`config.mk`:
```
export PLATFORM = sky130hd
export DESIGN_NAME = usb_tcm_target
export DESIGN_NICKNAME = d
export VERILOG_FILES = /design/src/rtl/usb_tcm_pkg.sv /design/src/rtl/usb_tcm_target_sync_fifo.sv /design/src/rtl/usb_tcm_target.sv
export SDC_FILE = /design/constraint.sdc
export NUM_CORES = 1
export LEC_CHECK = 0
export ABC_AREA = 1
export BUFFER_PORTS_ARGS = -buffer_cell sky130_fd_sc_hd__buf_2
export CAP_MARGIN = 10
export CORE_MARGIN = 3
export CORE_UTILIZATION = 30
export DETAILED_ROUTE_END_ITERATION = 8
export PLACE_DENSITY = 0.5
export SYNTH_ARGS = -nofsm -noshare
export SYNTH_HDL_FRONTEND = slang
export SYNTH_SLANG_ARGS = --single-unit
```
`constraint.sdc`:
```
create_clock -name clk -period 3.6 [get_ports clk]
set_clock_uncertainty 0.15 [all_clocks]
set_input_delay 0.36 -clock clk [delete_from_list [all_inputs] [get_ports clk]]
set_output_delay 0.36 -clock clk [all_outputs]
set_load 0.01 [all_outputs]
```
`src/rtl/usb_tcm_pkg.sv`:
```
// usb_tcm_pkg: register map, bit positions and bus state type shared by the TCM target.
package usb_tcm_pkg;
  localparam logic [2:0] ADDR_ID      = 3'd0;
  localparam logic [2:0] ADDR_CTRL    = 3'd1;
  localparam logic [2:0] ADDR_STATUS  = 3'd2;
  localparam logic [2:0] ADDR_TX_DATA = 3'd3;
  localparam logic [2:0] ADDR_RX_DATA = 3'd4;
  localparam logic [2:0] ADDR_SCRATCH = 3'd5;
  localparam logic [2:0] ADDR_ERRCNT  = 3'd6;
  localparam logic [2:0] ADDR_RSVD    = 3'd7;
  localparam int CTRL_EN     = 0;
  localparam int CTRL_IRQ_EN = 1;
  localparam int ST_RX_EMPTY = 0;
  localparam int ST_RX_FULL  = 1;
  localparam int ST_TX_EMPTY = 2;
  localparam int ST_TX_FULL  = 3;
  localparam int ST_RX_CNT   = 8;
  localparam int ST_TX_CNT   = 16;
  typedef enum logic [1:0] {IDLE, READ, WRITE, HOLD} tcm_state_t;
  function automatic logic [7:0] sat8(input logic [31:0] v);
    return (v > 32'd255) ? 8'hff : v[7:0];
  endfunction
endpackage

```
`src/rtl/usb_tcm_target_sync_fifo.sv`:
```
// sync_fifo: first-word fall-through FIFO with extra-MSB pointers and an occupancy count.
module sync_fifo #(
  parameter int WIDTH = 32,
  parameter int DEPTH = 16
) (
  input  logic                     clk,
  input  logic                     rst,
  input  logic                     clr,
  input  logic                     push,
  input  logic [WIDTH-1:0]         wdata,
  input  logic                     pop,
  output logic [WIDTH-1:0]         rdata,
  output logic                     empty,
  output logic                     full,
  output logic [$clog2(DEPTH):0]   count
);
  localparam int AW = $clog2(DEPTH);
  logic [WIDTH-1:0] mem [DEPTH];
  logic [AW:0] wp, rp;
  logic do_push, do_pop;
  assign empty   = wp == rp;
  assign full    = (wp[AW] != rp[AW]) && (wp[AW-1:0] == rp[AW-1:0]);
  assign count   = wp - rp;
  assign rdata   = mem[rp[AW-1:0]];
  assign do_push = push & ~full;
  assign do_pop  = pop & ~empty;
  always_ff @(posedge clk or posedge rst)
    if (rst) begin
      wp <= '0;
      rp <= '0;
    end else if (clr) begin
      wp <= '0;
      rp <= '0;
    end else begin
      if (do_push) wp <= wp + (AW+1)'(1);
      if (do_pop) rp <= rp + (AW+1)'(1);
    end
  always_ff @(posedge clk)
    if (do_push) mem[wp[AW-1:0]] <= wdata;
endmodule

```
`src/rtl/usb_tcm_target.sv`:
```
// usb_tcm_target: TCM bus responder with an 8-word register map and two mailbox FIFOs.
module usb_tcm_target
  import usb_tcm_pkg::*;
#(
  parameter int          DEPTH    = 16,
  parameter logic [31:0] ID_VALUE = 32'h5553_4231
) (
  input  logic        clk,
  input  logic        rst,
  input  logic [2:0]  tcm_address,
  input  logic        tcm_chipselect_n,
  input  logic        tcm_read_n,
  input  logic        tcm_write_n,
  input  logic        tcm_reset_n,
  input  logic [31:0] tcm_data_in,
  output logic [31:0] tcm_data_out,
  output logic        tcm_data_oe,
  input  logic [31:0] rx_data,
  input  logic        rx_valid,
  output logic        rx_ready,
  output logic [31:0] tx_data,
  output logic        tx_valid,
  input  logic        tx_ready,
  output logic        irq
);
  localparam int CW = $clog2(DEPTH) + 1;
  tcm_state_t state, next;
  logic [1:0] cs_s, rd_s, wr_s, rn_s;
  logic srst, rd_act, wr_act, do_rd, do_wr, do_hold, err;
  logic enable, irq_en, rx_empty, rx_full, tx_empty, tx_full, rx_pop, tx_push;
  logic [31:0] scratch, rd_val, status, ctrl_val, rx_head;
  logic [15:0] errcnt;
  logic [CW-1:0] rx_count, tx_count;
  assign srst     = ~rn_s[1];
  assign rd_act   = cs_s[1] & rd_s[1];
  assign wr_act   = cs_s[1] & wr_s[1];
  assign rx_ready = enable & ~rx_full;
  assign tx_valid = enable & ~tx_empty;
  assign irq      = irq_en & ~rx_empty;
  assign rx_pop   = do_rd && tcm_address == ADDR_RX_DATA && !rx_empty;
  assign tx_push  = do_wr && tcm_address == ADDR_TX_DATA && enable;
  assign err      = do_hold | (tx_push & tx_full) | (do_rd && tcm_address == ADDR_RX_DATA && rx_empty);
  // strobes are held inverted so that every synchronizer resets to "inactive"
  always_ff @(posedge clk or posedge rst)
    if (rst) begin
      cs_s <= '0;
      rd_s <= '0;
      wr_s <= '0;
      rn_s <= '1;
    end else begin
      cs_s <= {cs_s[0], ~tcm_chipselect_n};
      rd_s <= {rd_s[0], ~tcm_read_n};
      wr_s <= {wr_s[0], ~tcm_write_n};
      rn_s <= {rn_s[0], tcm_reset_n};
    end
  always_comb begin
    next    = (state == IDLE) ? (rd_act & wr_act ? HOLD : rd_act ? READ : wr_act ? WRITE : IDLE)
                              : ((rd_act | wr_act) ? state : IDLE);
    do_rd   = state == IDLE && next == READ;
    do_wr   = state == IDLE && next == WRITE;
    do_hold = state == IDLE && next == HOLD;
  end
  always_comb begin
    status = '0;
    status[ST_RX_EMPTY] = rx_empty;
    status[ST_RX_FULL]  = rx_full;
    status[ST_TX_EMPTY] = tx_empty;
    status[ST_TX_FULL]  = tx_full;
    status[ST_RX_CNT +: 8] = sat8(32'(rx_count));
    status[ST_TX_CNT +: 8] = sat8(32'(tx_count));
    ctrl_val = '0;
    ctrl_val[CTRL_EN]     = enable;
    ctrl_val[CTRL_IRQ_EN] = irq_en;
  end
  always_comb begin
    rd_val = '0;
    case (tcm_address)
      ADDR_ID:                 rd_val = ID_VALUE;
      ADDR_CTRL:               rd_val = ctrl_val;
      ADDR_STATUS:             rd_val = status;
      ADDR_RX_DATA:            rd_val = rx_empty ? '0 : rx_head;
      ADDR_SCRATCH:            rd_val = scratch;
      ADDR_ERRCNT:             rd_val = {16'h0, errcnt};
      ADDR_TX_DATA, ADDR_RSVD: rd_val = '0;
    endcase
  end
  // the soft reset mirrors rst but only takes effect on a clock edge
  always_ff @(posedge clk or posedge rst)
    if (rst) begin
      state        <= IDLE;
      tcm_data_out <= '0;
      tcm_data_oe  <= 1'b0;
      enable       <= 1'b0;
      irq_en       <= 1'b0;
      scratch      <= '0;
      errcnt       <= '0;
    end else if (srst) begin
      state        <= IDLE;
      tcm_data_out <= '0;
      tcm_data_oe  <= 1'b0;
      enable       <= 1'b0;
      irq_en       <= 1'b0;
      scratch      <= '0;
      errcnt       <= '0;
    end else begin
      state       <= next;
      tcm_data_oe <= state == READ && next == READ;
      if (do_rd) tcm_data_out <= rd_val;
      if (do_wr && tcm_address == ADDR_CTRL) begin
        enable <= tcm_data_in[CTRL_EN];
        irq_en <= tcm_data_in[CTRL_IRQ_EN];
      end
      if (do_wr && tcm_address == ADDR_SCRATCH) scratch <= tcm_data_in;
      errcnt <= (do_rd && tcm_address == ADDR_ERRCNT) ? '0
              : (err && errcnt != 16'hffff) ? errcnt + 16'd1 : errcnt;
    end
  sync_fifo #(.WIDTH(32), .DEPTH(DEPTH)) u_rx (
    .clk(clk), .rst(rst), .clr(srst),
    .push(rx_valid & rx_ready), .wdata(rx_data), .pop(rx_pop),
    .rdata(rx_head), .empty(rx_empty), .full(rx_full), .count(rx_count)
  );
  sync_fifo #(.WIDTH(32), .DEPTH(DEPTH)) u_tx (
    .clk(clk), .rst(rst), .clr(srst),
    .push(tx_push), .wdata(tcm_data_in), .pop(tx_valid & tx_ready),
    .rdata(tx_data), .empty(tx_empty), .full(tx_full), .count(tx_count)
  );
endmodule
```
Word-level counts from Yosys, hierarchy flattened
Memories as Yosys holds them, arrays and structs flattened.
Cells that the tools add are included.
Storage, ports and cells
  word-level logic and storage cells: 124
  input bits: 75
  bits in registers: 113
  memories kept: 2
  output and inout port bits: 68
  bits in writable memories: 1024
Operators by class
  bitwise gates (word level): 23
  reductions and logical operators: 19
  equal/unequal tests: 26
  add/subtract/negate cells: 7
  muxes and demuxes: 32
Memories
  u_rx.mem: words 16, bits a word 32, read ports 1, clocked after Yosys merged registers in 0, write ports 1, RTL line usb_tcm_target_sync_fifo.sv:18  | logic [WIDTH-1:0] mem [DEPTH];
  u_tx.mem: words 16, bits a word 32, read ports 1, clocked after Yosys merged registers in 0, write ports 1, RTL line usb_tcm_target_sync_fifo.sv:18
Operators by type and width (number)
  case mux 32 bit (7 select lines): 1
  two-way mux 32 bit: 5
  two-way mux 16 bit: 3
  two-way mux 5 bit: 8
  adder 5 x 1 -> 5 bit, second input constant: 4
  adder 16 x 1 -> 16 bit, second input constant: 1
  != test 16 bit, second input constant: 1
  logical AND 1 bit: 15
  != test 2 x 1 -> 1 bit, second input constant: 7
  bitwise AND 1 bit: 13
  == test 3 bit, second input constant: 4
  two-way mux 2 bit: 6
  == test 5 bit: 2
  subtractor 5 bit: 2
  two-way mux 1 bit: 9
  == test 4 bit: 2
  NOT 1 bit: 7
  == test 3 x 2 -> 1 bit, second input constant: 2
  == test 2 x 1 -> 1 bit, second input constant: 2
  == test 2 bit, second input constant: 2
  == test 3 x 1 -> 1 bit, second input constant: 1
  logical NOT 3 bit: 1
  != test 3 x 1 -> 1 bit, second input constant: 1
  OR 1 bit: 3
  other kinds (4): 5

Longest topological paths before layout
  word-level depth: 16
  gate-level depth with buffers: 15
  gate-level depth less buffers: 13

Cells and area by module
A second synthesis with hierarchy kept.
Second synthesis, totals
  cells, all modules: 5117
  area total of the unflattened synthesis: 50780.0 um^2
By module, submodules not included
  sync_fifo (u_tx): area each 23169.7 um^2, times used 1, sequential area each 15625.0 um^2, cells an instance 2314
  sync_fifo (u_rx): area each 22849.4 um^2, times used 1, sequential area each 15625.0 um^2, cells an instance 2186
  usb_tcm_target: area each 4760.8 um^2, times used 1, sequential area each 2329.7 um^2, cells an instance 617

Worst setup path before layout
Ideal clock, no wire load.
  path kind: register to register
  from: register u_rx.rp[1]
  to: memory u_rx.mem[0][0] (enable)
  clock period less this slack: 4006 ps
  path buffers: 2
  arrival time: 3435 ps
  setup slack: -406 ps
  cell stages (with the launch flop): 12
  library setup time: 421 ps
  data required time: 3029 ps
  cell sequence: dfrtp_1 inv_1 buf_2 clkbuf_1 ha_1 nand4_1 nor2_1 nor2_1 nand2_1 inv_1 nand2_1 nor2_1
On the way
  cells in the longest elaborated chain, start to end: 8
RTL lines
  start, declared: RTL line usb_tcm_target_sync_fifo.sv:19  | logic [AW:0] wp, rp;
  start signal, assigned: RTL line usb_tcm_target_sync_fifo.sv:36  | if (do_pop) rp <= rp + (AW+1)'(1);
  == test 4 bit: RTL line usb_tcm_target_sync_fifo.sv:22  | assign full = (wp[AW] != rp[AW]) && (wp[AW-1:0] == rp[AW-1:0]);
  logical AND 1 bit: RTL line usb_tcm_target_sync_fifo.sv:22
  NOT 1 bit: RTL line usb_tcm_target.sv:37  | assign rx_ready = enable & ~rx_full;
  bitwise AND 1 bit: RTL line usb_tcm_target.sv:37
  via rx_ready: RTL line usb_tcm_target.sv:20  | output logic rx_ready,
  bitwise AND 1 bit: RTL line usb_tcm_target.sv:119  | .push(rx_valid & rx_ready), .wdata(rx_data), .pop(rx_pop),
  bitwise AND 1 bit: RTL line usb_tcm_target_sync_fifo.sv:25  | assign do_push = push & ~full;
  two-way mux 1 bit: RTL line usb_tcm_target_sync_fifo.sv:39  | if (do_push) mem[wp[AW-1:0]] <= wdata;
  two-way mux 1 bit (implied by the code): RTL line usb_tcm_target_sync_fifo.sv:39
  end, declared: RTL line usb_tcm_target_sync_fifo.sv:18
The timed path passes the listed nets, and every way through them passes these cells.

Worst setup path after layout
  from: register u_tx.rp[0]
  to: output tx_data[5]
On the way
  cells in the longest elaborated chain, start to end: 1
RTL lines
  start, declared: RTL line usb_tcm_target_sync_fifo.sv:19
  start signal, assigned: RTL line usb_tcm_target_sync_fifo.sv:36
  memory read (16 x 32 bit)
  end, declared: RTL line usb_tcm_target.sv:21  | output logic [31:0] tx_data,
Every way passes these cells.

==> summary.md <==
| Metric | Value |
|---|---|
| Layout area overhead | `17.8%` |
| Reg2Reg Depth | `10` |
| # fillers | `15,600` |
| Seq cells post-synth | `1,137` |
| Final Max Tran Viols | `0` |
| Clock tree sinks | `1,137` |
| Cell Area, Synth | `48,100 µm²` |
| Residual DRC | `0` |
| Crit path max fanout | `172` |
| Mux cell area share after synthesis | `0` |
| Setup slack at placement | `0.332 ns` |
| Power per cell area | `538 nW/µm²` |
| Clock Latency Late Sink | `0.76 ns` |
| Starting Density | `0.303` |
| Post-synthesis cell count | `4,461` |
| DRT Wirelength | `139,000 µm` |
| Pin count of the biggest net entering global routing | `173` |
| Num CTS Buffers | `131` |
| Remaining global-route overflow | `0` |
| Vias | `32,500` |
| Crit path time final | `3.58 ns` |
| VDD IR max | `0.000457 V` |
| First drt pass iteration count | `7` |
| Slew HR | `0.374` |
| CORE AREA | `159,000 µm²` |
| Final Wtd Congestion | `0.819` |
| # nets final | `4,776` |
| Worst Hold Class | `primary input to flip-flop` |
| Predominant post-synthesis flop cell | `edfxtp_1` |
| Syn avg cell area | `10.8 µm²` |
| EDFF count, synth | `1,024` |
| Total power | `30.4 mW` |
| Largest family of logic cells by synthesized area | `simple AND/OR/NAND/NOR gates` |
| Final setup viols | `0` |
| Vias in the first global route | `31,300` |
| Worst path required time | `3.09 ns` |
| RSZ-0062 raised after global routing | `yes` |
| Die Width | `406 µm` |
| Final period utilization | `0.996` |
| Vias per cell | `4.73` |
| Worst Tran Pin Value | `0.936 ns` |
| Distinct cells, synth | `41` |
| Die area | `165,000 µm²` |
| Simple-gate share of the synthesized area | `0.173` |
| Die height | `406 µm` |
| Wirelength per Cell | `20.3 µm` |
| Data arrival, critical path | `3.07 ns` |
| First-pass GRT wire length | `205,000 µm` |
| Rows | `146` |
| Reg-to-Reg End | `u_rx.mem[10][25]$_DFFE_PP_` |
| LEAKAGE | `22.4 nW` |
| CTS H-tree lvls | `4` |
| Mapped Nets | `4,557` |
| Compound-Gate Fraction of Synth Area | `0.0550` |
| Synth Area in XOR/XNOR | `0.00328` |
| Min-Delay Endpoint | `irq_en$_DFFE_PP0P_` |
| Initial antenna violation count | `20` |
| Yosys warns | `0` |
| Placed Cells | `6,546` |
| Critical path class | `flip-flop to primary output` |
| Adder-Cell Fraction of Synth Area | `0.00578` |
| Layout cells sized above 1 | `0.103` |
| Clock buffer depth | `3` |
| Hold depth | `6` |
| Final Instance Count excl. Fillers | `6,860` |
| TritonCTS clock tree | `built` |
| Worst R2R Start | `u_rx.rp[2]$_DFFE_PP0P_` |
| IO Port Bufs | `142` |
| Ys async rst share | `0.0994` |
| Num ports | `143` |
| Reg clk slew, reported paths | `0.06 ns` |
| Fmax | `0.279 GHz` |
| Setup bufs post-CTS | `0` |
| HPWL after detailed placement | `81,100 µm` |
| Fin worst setup slack | `0.0159 ns` |
| Maxcap violations | `0` |
| GRT Total Usage | `0.167` |
| Final Hold Viols | `0` |
| Root Buffer | `clkbuf_16` |
| Register area share after synthesis | `0.699` |
| Setup crit start kind | `flip-flop` |
| Status | `finished, final reports clean` |
| Initial DRC Count | `2,746` |
| Hold_sp | `tcm_address[2]` |
| Final ANT Viol Nets | `0` |
| Critical Path Sink Type | `primary output` |
| Slack of the worst reg-to-reg path | `0.26 ns` |
==> placed cells by master (no fill, tap or decap), types with 3 or more instances in the layout <==
cell / netlist / final
nand2_1: 1201 / 1201
edfxtp_1: 1024 / 1024
inv_1: 549 / 543
nand3_1: 467 / 467
nor2_1: 340 / 304
o21ai_0: 284 / 284
buf_2: 75 / 142
clkbuf_16: 0 / 133
dfrtp_1: 111 / 105
buf_4: 2 / 76
o22ai_1: 75 / 75
dlygate4sd3_1: 0 / 73
o221ai_1: 54 / 54
nor2_4: 0 / 34
clkbuf_1: 139 / 34
buf_12: 0 / 26
clkinv_1: 3 / 23
a21oi_1: 22 / 22
clkinv_2: 0 / 21
ha_1: 19 / 19
xor2_1: 15 / 15
nor3_1: 12 / 12
o211ai_1: 11 / 11
inv_6: 0 / 8
inv_16: 0 / 7
diode_2: 0 / 6
inv_2: 4 / 5
nand4_1: 4 / 4
nor2_2: 2 / 4
o21ai_1: 4 / 4
bufinv_16: 0 / 4
clkbuf_8: 0 / 4
dfrtp_4: 0 / 4
xnor2_1: 3 / 3
a211oi_1: 3 / 3
clkinvlp_4: 0 / 3
==> routing by layer <==
layer  vias up  track usage  routed length, µm
met5         -            0                 92
met4        14       0.0550               3720
met3       212       0.0316               8720
met2       934        0.264              64200
met1     15900        0.230              62600
li1      15400            -                  -
==> critical path, stage by stage (launching register included) <==
cell and delay [ns]:
dfrtp_4 0.60, buf_12 0.52, o21ai_0 0.22, o221ai_1 0.24
nand3_1 0.25, nand3_1 0.14, buf_2 0.14
==> Yosys cell counts (11+ instances only) <==
cell type  count  area, µm²
dfrtp_1      111       2780
o221ai_1      54        473
ha_1          19        238
edfxtp_1    1024      30700
a21oi_1       22        110
buf_2         75        375
xor2_1        15        131
nand3_1      467       2340
o21ai_0      284       1420
o211ai_1      11       82.6
nand2_1     1201       4510
clkbuf_1     139        522
nor3_1        12       60.1
nor2_1       340       1280
buf_1         16       60.1
inv_1        549       2060
o22ai_1       75        469
==> through the flow <==
step	hold slack [ns]	setup TNS [ns]	util	instance area [µm²]
2_1_floorplan	0.181	-161.66	-	48100
3_3_place_gp	0.193	0	0.326	51800
3_5_place_dp	0.201	0	0.326	51800
4_1_cts	0.0100	0	0.357	56600
5_1_grt	0.105	-1.14	0.357	56600
6_report	0.0754	0	0.357	56600
==> flip-flops by register name, indices dropped and copies added (netlist names), 5 cells and up <==
name          count
tcm_data_out     32
u_tx.wp           5
u_rx.wp           5
scratch          32
u_rx.rp           5
errcnt           16
u_tx.rp           5
u_tx.mem        512
u_rx.mem        512
==> worst max path at each step <==
| stage | start | endpoint | slack, ns | cells after the start |
|---|---|---|---|---|
| 3_3_place_gp | u_rx.rp[2]$_DFFE_PP0P_ | u_rx.mem[10][20]$_DFFE_PP_ | 0.34 | 10 |
| 2_1_floorplan | u_rx.rp[1]$_DFFE_PP0P_ | u_rx.mem[0][0]$_DFFE_PP_ | -0.41 | 11 |
| 6_report | u_tx.rp[0]$_DFFE_PP0P_ | tx_data[5] | 0.02 | 6 |
| 5_1_grt | u_tx.rp[0]$_DFFE_PP0P_ | tx_data[2] | -0.14 | 6 |
| 4_1_cts | u_tx.rp[0]$_DFFE_PP0P_ | tx_data[17] | 0.007 | 6 |
| 3_5_place_dp | u_rx.rp[2]$_DFFE_PP0P_ | u_rx.mem[10][20]$_DFFE_PP_ | 0.33 | 10 |
==> cells by family (layout without fill, tap and decap cells) <==
family	Yosys count	count (layout)
and+or+nand+nor	2037	2037
DFF	1137	1137
buffers and inverters	789	1110
AOI/OAI and AO/OA	459	459
adders and majority gates	21	21
xor gates and xnor gates	18	18
other	0	6
==> cell type report <==
type | instances | area (µm²) | area share
flip-flops and latches | 1137 | 33600 | 0.593
multi-input cells | 2535 | 11700 | 0.206
clock buffers | 171 | 3510 | 0.0620
well taps | 2072 | 2590 | 0.0458
repair buffers | 319 | 2550 | 0.0451
inverters | 556 | 2110 | 0.0373
clock inverters | 64 | 571 | 0.0101
diodes | 6 | 15.0 | 0.000265
==> timing repair <==
item | 4_1_cts | 5_1_grt
gates resized for setup | 1 | 1
hold buffers | 73 | 0
endpoints found under the setup margin | 15 | 21
hold endpoints to repair | 1152 | 0
==> report_power, final <==
part | internal (mW) | switching [mW] | total, mW
clock network | 7.25 | 5.49 | 12.7
logic | 0.930 | 2.27 | 3.20
registers | 14.4 | 0.0530 | 14.5
total | 22.6 | 7.82 | 30.4
Note: power is estimated with default switching activity, not from simulation.
